[src/rtl/usb_dev_responder.sv]
// Device-side USB responder: answers OUT/IN tokens to DEV_ADDR and serves a small 64-bit word memory.
// Latency: the handshake or DATA0 request is raised the cycle after the DATA0 or IN token is seen.
// Backpressure: each tx request is held stable until tx_gotpkt; the FSM then waits for tx_sending to clear.
module usb_dev_responder #(
  parameter logic [6:0] DEV_ADDR  = 7'd5,
  parameter int         MEM_WORDS = 16,
  parameter int         TIMEOUT   = 255,
  parameter logic [3:0] ADDR_ENDP = 4'd4,
  parameter logic [3:0] DATA_ENDP = 4'd8
) (
  input  logic                         clk,
  input  logic                         rst_L,
  input  logic                         rx_valid,
  input  logic [3:0]                   rx_pid,
  input  logic [6:0]                   rx_addr,
  input  logic [3:0]                   rx_endp,
  input  logic [63:0]                  rx_data,
  input  logic                         rx_error,
  output logic                         tx_pktready,
  output logic [3:0]                   tx_pid,
  output logic [63:0]                  tx_data,
  output logic                         tx_pkttype,
  input  logic                         tx_gotpkt,
  input  logic                         tx_sending,
  output logic [$clog2(MEM_WORDS)-1:0] mem_ptr,
  output logic                         busy
);

  localparam int PTR_W = $clog2(MEM_WORDS);
  localparam int TMR_W = $clog2(TIMEOUT + 1);

  localparam logic [3:0] PID_OUT   = 4'b0001;
  localparam logic [3:0] PID_IN    = 4'b1001;
  localparam logic [3:0] PID_DATA0 = 4'b0011;
  localparam logic [3:0] PID_ACK   = 4'b0010;
  localparam logic [3:0] PID_NAK   = 4'b1010;

  typedef enum logic [2:0] {
    IDLE      = 3'd0,
    WAIT_DATA = 3'd1,
    SEND_HS   = 3'd2,
    SEND_DATA = 3'd3,
    WAIT_HS   = 3'd4,
    TX_DRAIN  = 3'd5
  } state_t;

  state_t             state_q, state_d;
  state_t             ret_q, ret_d;
  logic [3:0]         endp_q, endp_d;
  logic [TMR_W-1:0]   timer_q, timer_d;
  logic [PTR_W-1:0]   ptr_q, ptr_d;
  logic               drain_first_q, drain_first_d;
  logic               pktready_q, pktready_d;
  logic [3:0]         pid_q, pid_d;
  logic [63:0]        data_q, data_d;
  logic               pkttype_q, pkttype_d;
  logic               mem_we;
  logic               tok_ok;
  logic               timed_out;

  logic [63:0] mem [MEM_WORDS];

  assign tx_pktready = pktready_q;
  assign tx_pid      = pid_q;
  assign tx_data     = data_q;
  assign tx_pkttype  = pkttype_q;
  assign mem_ptr     = ptr_q;
  assign busy        = (state_q != IDLE);

  // A token we answer: clean, addressed to us, on one of our two endpoints.
  assign tok_ok = rx_valid & ~rx_error & (rx_addr == DEV_ADDR) &
                  ((rx_endp == ADDR_ENDP) | (rx_endp == DATA_ENDP));

  assign timed_out = (timer_q == TMR_W'(TIMEOUT));

  // State and output register; everything here returns to its idle value on reset.
  always_ff @(posedge clk or negedge rst_L) begin
    if (!rst_L) begin
      state_q       <= IDLE;
      ret_q         <= IDLE;
      endp_q        <= 4'd0;
      timer_q       <= '0;
      ptr_q         <= '0;
      drain_first_q <= 1'b0;
      pktready_q    <= 1'b0;
      pid_q         <= 4'd0;
      data_q        <= 64'd0;
      pkttype_q     <= 1'b0;
    end else begin
      state_q       <= state_d;
      ret_q         <= ret_d;
      endp_q        <= endp_d;
      timer_q       <= timer_d;
      ptr_q         <= ptr_d;
      drain_first_q <= drain_first_d;
      pktready_q    <= pktready_d;
      pid_q         <= pid_d;
      data_q        <= data_d;
      pkttype_q     <= pkttype_d;
    end
  end

  // Word memory; contents deliberately survive reset.
  always_ff @(posedge clk) begin
    if (mem_we) begin
      mem[ptr_q] <= rx_data;
    end
  end

  // Next-state logic and transmit request formation.
  always_comb begin
    state_d       = state_q;
    ret_d         = ret_q;
    endp_d        = endp_q;
    timer_d       = timer_q;
    ptr_d         = ptr_q;
    drain_first_d = drain_first_q;
    pktready_d    = pktready_q;
    pid_d         = pid_q;
    data_d        = data_q;
    pkttype_d     = pkttype_q;
    mem_we        = 1'b0;

    case (state_q)
      IDLE: begin
        if (tok_ok && rx_pid == PID_OUT) begin
          endp_d  = rx_endp;
          timer_d = '0;
          state_d = WAIT_DATA;
        end else if (tok_ok && rx_pid == PID_IN) begin
          pktready_d = 1'b1;
          if (rx_endp == DATA_ENDP) begin
            // Snapshot the word now so the payload stays fixed for the whole request.
            pkttype_d = 1'b1;
            pid_d     = PID_DATA0;
            data_d    = mem[ptr_q];
            state_d   = SEND_DATA;
          end else begin
            // The address endpoint is write-only; refuse reads of it.
            pkttype_d = 1'b0;
            pid_d     = PID_NAK;
            state_d   = SEND_HS;
          end
        end
      end

      WAIT_DATA: begin
        if (rx_valid) begin
          if (rx_pid == PID_DATA0 && !rx_error) begin
            if (endp_q == ADDR_ENDP) begin
              ptr_d = rx_data[PTR_W-1:0];
            end else begin
              mem_we = 1'b1;
              ptr_d  = ptr_q + 1'b1;
            end
            pktready_d = 1'b1;
            pkttype_d  = 1'b0;
            pid_d      = PID_ACK;
            state_d    = SEND_HS;
          end else if (rx_pid == PID_DATA0) begin
            pktready_d = 1'b1;
            pkttype_d  = 1'b0;
            pid_d      = PID_NAK;
            state_d    = SEND_HS;
          end else begin
            state_d = IDLE;
          end
        end else if (timed_out) begin
          state_d = IDLE;
        end else begin
          timer_d = timer_q + 1'b1;
        end
      end

      SEND_HS: begin
        if (tx_gotpkt) begin
          pktready_d    = 1'b0;
          ret_d         = IDLE;
          drain_first_d = 1'b1;
          state_d       = TX_DRAIN;
        end
      end

      SEND_DATA: begin
        if (tx_gotpkt) begin
          pktready_d    = 1'b0;
          ret_d         = WAIT_HS;
          drain_first_d = 1'b1;
          state_d       = TX_DRAIN;
        end
      end

      TX_DRAIN: begin
        // The encoder may not raise tx_sending until the cycle after gotpkt,
        // so skip one cycle before trusting it.
        if (drain_first_q) begin
          drain_first_d = 1'b0;
        end else if (!tx_sending) begin
          timer_d = '0;
          state_d = ret_q;
        end
      end

      WAIT_HS: begin
        if (rx_valid) begin
          // Only a clean ACK consumes the word; anything else leaves the
          // pointer so the host's retry reads the same word again.
          if (rx_pid == PID_ACK && !rx_error) begin
            ptr_d = ptr_q + 1'b1;
          end
          state_d = IDLE;
        end else if (timed_out) begin
          state_d = IDLE;
        end else begin
          timer_d = timer_q + 1'b1;
        end
      end

      default: begin
        state_d = IDLE;
      end
    endcase
  end

endmodule

[config.mk]
export PLATFORM = sky130hd
export DESIGN_NAME = usb_dev_responder
export DESIGN_NICKNAME = d
export VERILOG_FILES = /design/src/rtl/usb_dev_responder.sv
export SDC_FILE = /design/constraint.sdc
export NUM_CORES = 1
export LEC_CHECK = 0
export ABC_AREA = 1
export CAP_MARGIN = 10
export CORE_UTILIZATION = 58
export DETAILED_ROUTE_END_ITERATION = 10
export HOLD_SLACK_MARGIN = 0.05
export PLACE_DENSITY = 0.76
export RECOVER_POWER = 25
export SLEW_MARGIN = 20
export SYNTH_ARGS = -nofsm -noshare
export SYNTH_HDL_FRONTEND = slang
export SYNTH_SLANG_ARGS = --single-unit
[constraint.sdc]
create_clock -name clk -period 11.4 [get_ports clk]
set_input_delay 2.85 -clock clk [delete_from_list [all_inputs] [get_ports clk]]
set_output_delay 2.85 -clock clk [all_outputs]
set_load 0.005 [all_outputs]
Yosys cells after proc, flatten, opt, wreduce, memory -nomap -nowiden
Memory sizes are Yosys's and may differ from the RTL's. A register that Yosys moved wholly into a read port is not among the register bits.
Index checks and enable logic that the tools add are counted.
{ "totals": {"ff_bits": 29, "ramBits": 1024, "input_bits": 85, "output_inout_bits": 75, "elab_cells": 129, "mem_count": 1} }
{ "classes": {"n_addsub": 2, "eq_ne": 30, "n_mux": 56, "bitwise_logic": 6, "reduce_logical": 25} }
{ "memory_table": {"columns": ["memory", "depth", "width", "rd", "rd_ports_with_merged_regs", "write_ports", "line", "source"], "rows": [
  ["mem", 16, 64, 1, 1, 1, "61", "logic [63:0] mem [MEM_WORDS];"]
]} }
{ "ops": {"columns": ["op", "n"], "rows": [
  ["$mux W4", 11],
  ["$mux W8", 5],
  ["$mux W3", 10],
  ["$ne A2 B2 Y1 const B", 13],
  ["$pmux W8 S3", 1],
  ["$mux W1", 20],
  ["$pmux W4 S2", 2],
  ["$pmux W3 S5", 1],
  ["$reduce_and A6 Y1", 2],
  ["$reduce_and A5 Y1", 2],
  ["$reduce_bool A3 Y1", 3],
  ["$add A8 B1 Y8 const B", 1],
  ["$eq A4 B2 Y1 const B", 2],
  ["$eq A4 B3 Y1 const B", 2],
  ["$eq A4 B4 Y1 const B", 2],
  ["$eq A8 B8 Y1 const B", 1],
  ["$reduce_and A4 Y1", 2],
  ["$reduce_bool A2 Y1", 4],
  ["$eq A7 B3 Y1 const B", 1],
  ["$eq A3 B2 Y1 const B", 2],
  ["$eq A3 B3 Y1 const B", 2],
  ["$ne A3 B3 Y1 const B", 2],
  ["$pmux W3 S2", 1],
  ["$add A4 B1 Y4 const B", 1],
  ["15 further kinds", 26]
]} }

Logic depth before layout (Yosys ltp)
Gate-level depths: netlist (run 1).
{ "logic_depth": {"ltp_word": 8, "depth_mapped": 12, "ltp_nobuf": 10} }

Least setup slack after synthesis (run 1)
Ideal clock, no wire load.
{ "synth_timing": {"path_kind": "input to register", "start": "input rx_pid[3]", "end": "memory mem[0][0], enable pin", "setup_time_ns": 0.487, "t_arrival_ns": 6.332, "required_time_ns": 10.913, "path_slack_ns": 4.582, "cell_stages": 7, "n_path_buf": 0, "path_cell_list": "inv_1 > nand2_1 > nor2_1 > nand2_1 > nor4_2 > nand2_1 > nor2_1"} }
{ "synth_between": {"elab_chain_len": 7} }
{ "synth_lines": {"columns": ["item", "line", "source"], "rows": [
  ["start: declaration", "14", "input logic [3:0] rx_pid,"],
  ["$eq A4 B2 Y1", "149", "if (rx_pid == PID_DATA0 && !rx_error) begin"],
  ["$logic_and A1 B1 Y1", "149", null],
  ["$mux W1", "149", null],
  ["$mux W1", "148", "if (rx_valid) begin"],
  ["$mux W1", "124", "case (state_q)"],
  ["$mux W1", "105", "if (mem_we) begin"],
  ["$mux W1 (not written as such)", "106", "mem[ptr_q] <= rx_data;"],
  ["end: declaration", "61", null]
]} }
Every way passes these cells.

Worst setup path in the final report (run 1)
{ "layout_timing": {"start": "input rx_pid[0]", "end": "memory mem[0][29], enable pin"} }
Same word-level chain as after synthesis.

==> summary.md, run 1 <==
| Metric | Value |
|---|---|
| Status | `complete, but fails checks` |
| Failing checks | `capacitance limit, slew limit` |
| Period Utilization, post-route | `0.549` |
| Final Max Slew Viols | `41` |
| Setup bufs post-CTS | `0` |
| Clock Tree Buf Depth | `3` |
| Hpwl dp | `56.4 mm` |
| Final #Nets | `3752` |
| H-tree levels | `3` |
| Post-DRT Antenna Nets | `0` |
| Post-Route WL | `107 mm` |
| Area of the die | `~77000 um2` |
| Core ar. | `around 75000 um2` |
| Worst skew pair latency | `690 ps` |
| Hold Crit Class | `reg2reg` |
| Final instance area | `approximately 50000 um2` |
| CP delay by family, top | `simple AND/OR/NAND/NOR gates` |
| Worst rel slew slack | `-0.892` |
| Tot GR Track Use | `0.278` |
| Post-layout util | `0.664` |
| Prevailing post-synth register cell | `edfxtp_1` |
| Finished Layout Cells | `4728` |
| Number of global-route vias before repair | `27.3k` |
| Via Count | `28.4k` |
| Setup TNS | `0 ps` |
| Internal | `~7.2 mW` |
| Largest stage delay on the critical path | `920 ps` |
| Port Buffers | `around 160` |
| Crit path max fanout | `38` |
| Final setup viols | `0` |
| CTS Hold Bufs | `0` |
| Dominant cell type by area after synthesis | `edfxtp_1` |
| Async set or reset register ratio after synthesis | `0.0800` |
| Tot Pwr | `10.8 mW` |
| Yosys warns | `0` |
| Commonest non-fill, non-tap cells in the layout | `edfxtp_1 (1024), nor2_1 (735), o21ai_0 (590)` |
| CP cell instances | `clkdlybuf4s50_1, nand2_1, nor2_1, nand2_1, nor4_2, nand2_1, nor2_4, buf_4` |
| Clock slew at reported path FFs | `~60 ps` |
| CTS sink cnt | `1113` |
| Critical path's most frequent cell | `nand2_1` |
| WS Path Type | `in2reg` |
| Placement Setup Slack | `4340 ps` |
| Routed vias/inst | `around 6` |
| Routability cong. | `0.842` |
| Remaining Overflow, GRT | `0` |
| Max Clk Rate | `between 150 and 200 MHz` |
| VDD IR max | `204 uV` |
| Leading cell type in the layout, fill and taps excluded | `edfxtp_1` |
| CP Capture Type | `register` |
| Mapped cell area | `43900 um2` |
| Multi-input gate area | `9790 um2` |
| Avg Synthesized Cell Area | `about 12 um2` |
| Distinct cell type count after synthesis | `35` |
| Largest net degree at the start of global routing | `171` |
| Psw | `3.61 mW` |
| Switch share | `0.332` |
| Register area share after synthesis | `0.751` |
| IO Pins | `160` |
| Number of synthesized flops with an enable pin | `about 1.0k` |
| WP data arrival | `between 6000 and 7000 ps` |
| Initial antenna violation count | `10` |
| Clock buffer count from CTS | `107` |
| Fin crit period | `about 6300 ps` |
| TritonRoute pass-1 iters | `6` |
| Layout area overhead | `13.1%` |
| Num rows | `100` |
| CP bufs+invs | `2` |
| Worst Setup Slack, final | `5140 ps` |
| Drt wl/cell | `22.6 um` |
| Lkg Pwr | `16.9 nW` |
| Final Hold Violating Endpoints | `0` |
| Yosys top cell area share | `0.701` |
| Worst path slowest cell | `nor2_4` |
| Logic pwr share | `0.256` |
| Fraction of layout cells with a size suffix above 1 | `0.0626` |
| Die H | `277 um` |
| Hold slack | `474 ps` |
| FILL cells | `~5.2k` |
| DIE WIDTH | `between 200 and 300 um` |
| Starting DRC count in detailed routing | `between 3k and 4k` |
| # DRC | `0` |
| Layout Skew | `23.9 ps` |
| Max Cap Viol | `1` |
| Slew @ Worst Pin | `around 2800 ps` |
| First-pass GRT wire length | `162 mm` |
| Post-Syn Nets | `between 3k and 4k` |
| Required time of the critical path | `11700 ps` |
| Resize count post-CTS | `0` |
| Post-Synthesis Cells | `3566` |
| Crit path launch type | `input pin` |
| Reg power frac | `0.423` |
| Root Buffer | `clkbuf_16` |
| Placed instance area | `between 40000 and 50000 um2` |
| CTS tree | `yes` |
| Synth area leaders | `edfxtp_1 (70%), o21ai_0 (6.7%), nor2_1 (6.4%)` |
| Seq cells post-synth | `1113` |
| Power Dens Cells | `219 nW/um2` |
| Sequential cell area | `33000 um2` |
| Clock share of power | `0.321` |
| Placed Cells | `4517` |
| RSZ-0062 raised after global routing | `no` |
| Initial Util | `0.588` |
-- cell families (layout without fill, tap and decap cells) --
kind of cell | Yosys count | count (layout) | synth area share
AND/OR/NAND/NOR | 1395 | 1395 | 0.126
flip-flops | 1113 | 1113 | 0.751
AO/OA/AOI/OAI | 786 | 786 | 0.0917
buffers and inverters | 262 | 448 | 0.0291
adder cells (fa/ha/maj) | 5 | 5 | 0.00143
XOR/XNOR | 4 | 4 | 0.000798
other | 1 | 8 | 0.0000854
-- metal layers --
layer	up-vias	part of all wire	global-route usage
met5	-	0.00025	0
met4	4	0.023	0.0977
met3	170	0.099	0.0460
met2	1529	0.48	0.440
met1	13900	0.40	0.393
li1	12900	-	-
-- cell type report --
type | instances | share of cell area
timing repair buffer | 202 | 0.0401
inverter | 47 | 0.00386
clock buffer | 133 | 0.0574
tap | 969 | 0.0244
antenna | 7 | 0.000353
sequential | 1113 | 0.665
multi-input combinational | 2191 | 0.197
clock inverter | 66 | 0.0120
-- tightest hold or removal path: cells and delay by family, from the launching register on --
family	cells	cell delay, ps
flops	1	340
simple gates	2	100
-- power groups by stage --
stage / logic [mW] / clock network (mW) / registers [mW]
floorplan: 2.00 / 0 / 4.59
global placement: 2.67 / 0 / 4.67
global route: 3.07 / 3.67 / 4.59
finish: 2.78 / 3.48 / 4.59
detailed placement: 2.72 / 0 / 4.67
CTS: 2.76 / 3.51 / 4.59
-- flip-flops by register name (all words and copies together) (netlist names) --
register	cells
state_q	3
timer_q	8
tx_pid	3
ret_q	1
drain_first_q	1
mem	1024
mem_ptr	4
tx_pktready	1
endp_q	4
tx_data	64
-- final timing paths --
path                                to  cells after the start       start  slack [ps]
min in group asynchronous  tx_data[54]                      1       rst_L        3070
max in group asynchronous   mem_ptr[0]                      2       rst_L        6360
min reg2reg                 tx_data[5]                      2  tx_data[5]         470
min                         tx_data[5]                      2  tx_data[5]         470
max                         mem[0][29]                      8   rx_pid[0]        5140
max reg2reg                 mem[1][29]                      6  mem_ptr[1]        6570
-- cells in the mapped netlist (2+ instances only) --
cell / n
xor2_1: 2
xnor2_1: 2
inv_1: 40
edfxtp_1: 1024
a21oi_1: 4
o21ai_1: 123
clkbuf_1: 101
buf_1: 25
nand2_1: 535
nor3b_1: 2
o21bai_1: 2
ha_1: 5
buf_6: 21
o22ai_1: 64
buf_2: 48
nand4_1: 73
inv_2: 7
nor2_1: 754
nor3_1: 4
o21ai_0: 590
dfrtp_1: 89
buf_4: 20
nor2_4: 2
nand3_1: 18
Power figures use the tool's default switching activity.
==> inputs of run 2 (changes only) <==
==> constraint.sdc (replaced) <==
create_clock -name clk -period 5.8 [get_ports clk]
set_input_delay 1.45 -clock clk [delete_from_list [all_inputs] [get_ports clk]]
set_output_delay 1.45 -clock clk [all_outputs]
set_load 0.005 [all_outputs]
==> run 2 against run 1 <==
The flow still finishes with violations (capacitance limit, slew limit). Sequential power is 95% higher. Sequential cell count did not move. Design area rose by 0.28%. Routed wire length decreased by 2.3%. Largest cell class unchanged.
==> summary.md, run 2 (same netlist as run 1, synthesis figures left out) <==
| Metric | Value |
|---|---|
| Die H | `277 um (unchanged)` |
| Num rows | `100 (unchanged)` |
| Routed vias/inst | `5.98 (-0.53%)` |
| Final #Nets | `3760 (+0.21%)` |
| Tot Pwr | `21.3 mW (+97%)` |
| Fin crit period | `4220 ps` |
| Final instance area | `49800 um2 (+0.28%)` |
| Top reg by flops | `mem` |
| Final setup viols | `0 (unchanged)` |
| Layout Skew | `39.2 ps (+15.3 ps)` |
| RSZ-0062 raised after global routing | `no` |
| CTS tree | `yes` |
| Resize count post-CTS | `0 (unchanged)` |
| IO Pins | `160 (unchanged)` |
| FILL cells | `5169 (+0.37%)` |
| Failing checks | `capacitance limit, slew limit` |
| Worst rel slew slack | `-0.973 (-0.0816)` |
| CTS Hold Bufs | `0 (unchanged)` |
| Clock buffer count from CTS | `109 (+1.9%)` |
| Max Cap Viol | `1 (unchanged)` |
| Number of global-route vias before repair | `27.5k (+0.81%)` |
| Hold slack | `469 ps (-5.09 ps)` |
| Worst skew pair latency | `670 ps (-20 ps)` |
| Area of the die | `76800 um2 (unchanged)` |
| Via Count | `28.3k (-0.38%)` |
| Lkg Pwr | `16.9 nW (+0.40%)` |
| Clock Tree Buf Depth | `3 (unchanged)` |
| Hpwl dp | `55.5 mm (-1.5%)` |
| Drt wl/cell | `22.1 um (-2.5%)` |
| TritonRoute pass-1 iters | `6 (unchanged)` |
| Crit path max fanout | `181 (+380%)` |
| Multi-input gate area | `9790 um2 (unchanged)` |
| Worst Setup Slack, final | `1580 ps (-3560 ps)` |
| Commonest non-fill, non-tap cells in the layout | `edfxtp_1 (1024), nor2_1 (735), o21ai_0 (590)` |
| Setup bufs post-CTS | `0 (unchanged)` |
| Max FFs per register | `1024 (unchanged)` |
| Post-Route WL | `104 mm (-2.3%)` |
| Placed instance area | `46200 um2 (+0.37%)` |
| Crit path launch type | `register` |
| Sequential cell area | `33000 um2 (unchanged)` |
| DIE WIDTH | `277 um (unchanged)` |
| Post-DRT Antenna Nets | `0 (unchanged)` |
| Routability cong. | `0.839 (-0.31%)` |
| Port Buffers | `158 (unchanged)` |
| Starting DRC count in detailed routing | `3290 (-13%)` |
| Period Utilization, post-route | `0.728` |
| Power Dens Cells | `429 nW/um2 (+96%)` |
| WP data arrival | `2770 ps (-3790 ps)` |
| Required time of the critical path | `4350 ps (-7350 ps)` |
| Layout area overhead | `13.4%` |
| Placed Cells | `4528 (+0.24%)` |
| # DRC | `0 (unchanged)` |
| Final Max Slew Viols | `43 (+4.9%)` |
| H-tree levels | `3 (unchanged)` |
| Largest net degree at the start of global routing | `233 (+36%)` |
| Finished Layout Cells | `4735 (+0.15%)` |
| Placement Setup Slack | `1170 ps (-3180 ps)` |
| Status | `complete, but fails checks` |
| Initial Util | `0.588 (unchanged)` |
| Core ar. | `74700 um2 (unchanged)` |
| Fraction of layout cells with a size suffix above 1 | `0.0638 (+0.00113)` |
| CP Capture Type | `primary output` |
| Slew @ Worst Pin | `2960 ps (+122 ps)` |
| Setup TNS | `0 ps (unchanged)` |
| Root Buffer | `clkbuf_16` |
| Remaining Overflow, GRT | `0 (unchanged)` |
| Post-layout util | `0.666 (+0.00186)` |
| First-pass GRT wire length | `159 mm (-1.4%)` |
| Max Clk Rate | `about 240 MHz` |
| Tot GR Track Use | `0.272 (-0.00553)` |
| Initial antenna violation count | `3 (-7)` |
| Final Hold Violating Endpoints | `0 (unchanged)` |
| Clock slew at reported path FFs | `60 ps (about the same)` |
| Hold Crit Class | `reg2reg` |
| VDD IR max | `379 uV (+86%)` |
| CTS sink cnt | `1113 (unchanged)` |
| WS Path Type | `reg2out` |
| Leading cell type in the layout, fill and taps excluded | `edfxtp_1` |
## run 2: critical path: stages, from the launching register on
cell and delay [ps]:
dfrtp_4 750, buf_12 660, clkdlybuf4s50_1 670
## run 2: final timing paths
kind,start,endpoint,slack (ps),depth (start not counted)
max,mem_ptr[1],mem_ptr[1],1580,2
min,tx_pid[1],tx_pid[1],470,2
max reg2reg,mem_ptr[1],tx_data[35],2140,8
min reg2reg,tx_pid[1],tx_pid[1],470,2
max in group asynchronous,rst_L,mem_ptr[1],2120,2
min in group asynchronous,rst_L,endp_q[2],1720,1
## run 2: layout make-up
class | count | area share
inverter | 47 | 0.00385
sequential | 1113 | 0.663
timing repair buffer | 208 | 0.0412
clock buffer | 164 | 0.0628
multi-input combinational | 2191 | 0.197
tap | 969 | 0.0244
antenna | 2 | 0.000101
clock inverter | 41 | 0.00812
## run 2: power breakdown
| part | leakage (nW) | internal (mW) | total (mW) | switching, mW |
|---|---|---|---|---|
| clock | 1.71 | 3.91 | 6.86 | 2.95 |
| combinational | 4.80 | 1.59 | 5.52 | 3.93 |
| sequential | 10.4 | 8.81 | 8.96 | 0.145 |
## run 2: layer usage
metal / GRT usage / up-vias / routed length (um)
li1: - / 12900 / -
met1: 0.374 / 13800 / 41200
met2: 0.439 / 1447 / 51000
met3: 0.0451 / 223 / 9160
met4: 0.104 / 0 / 3140
met5: 0 / - / 0
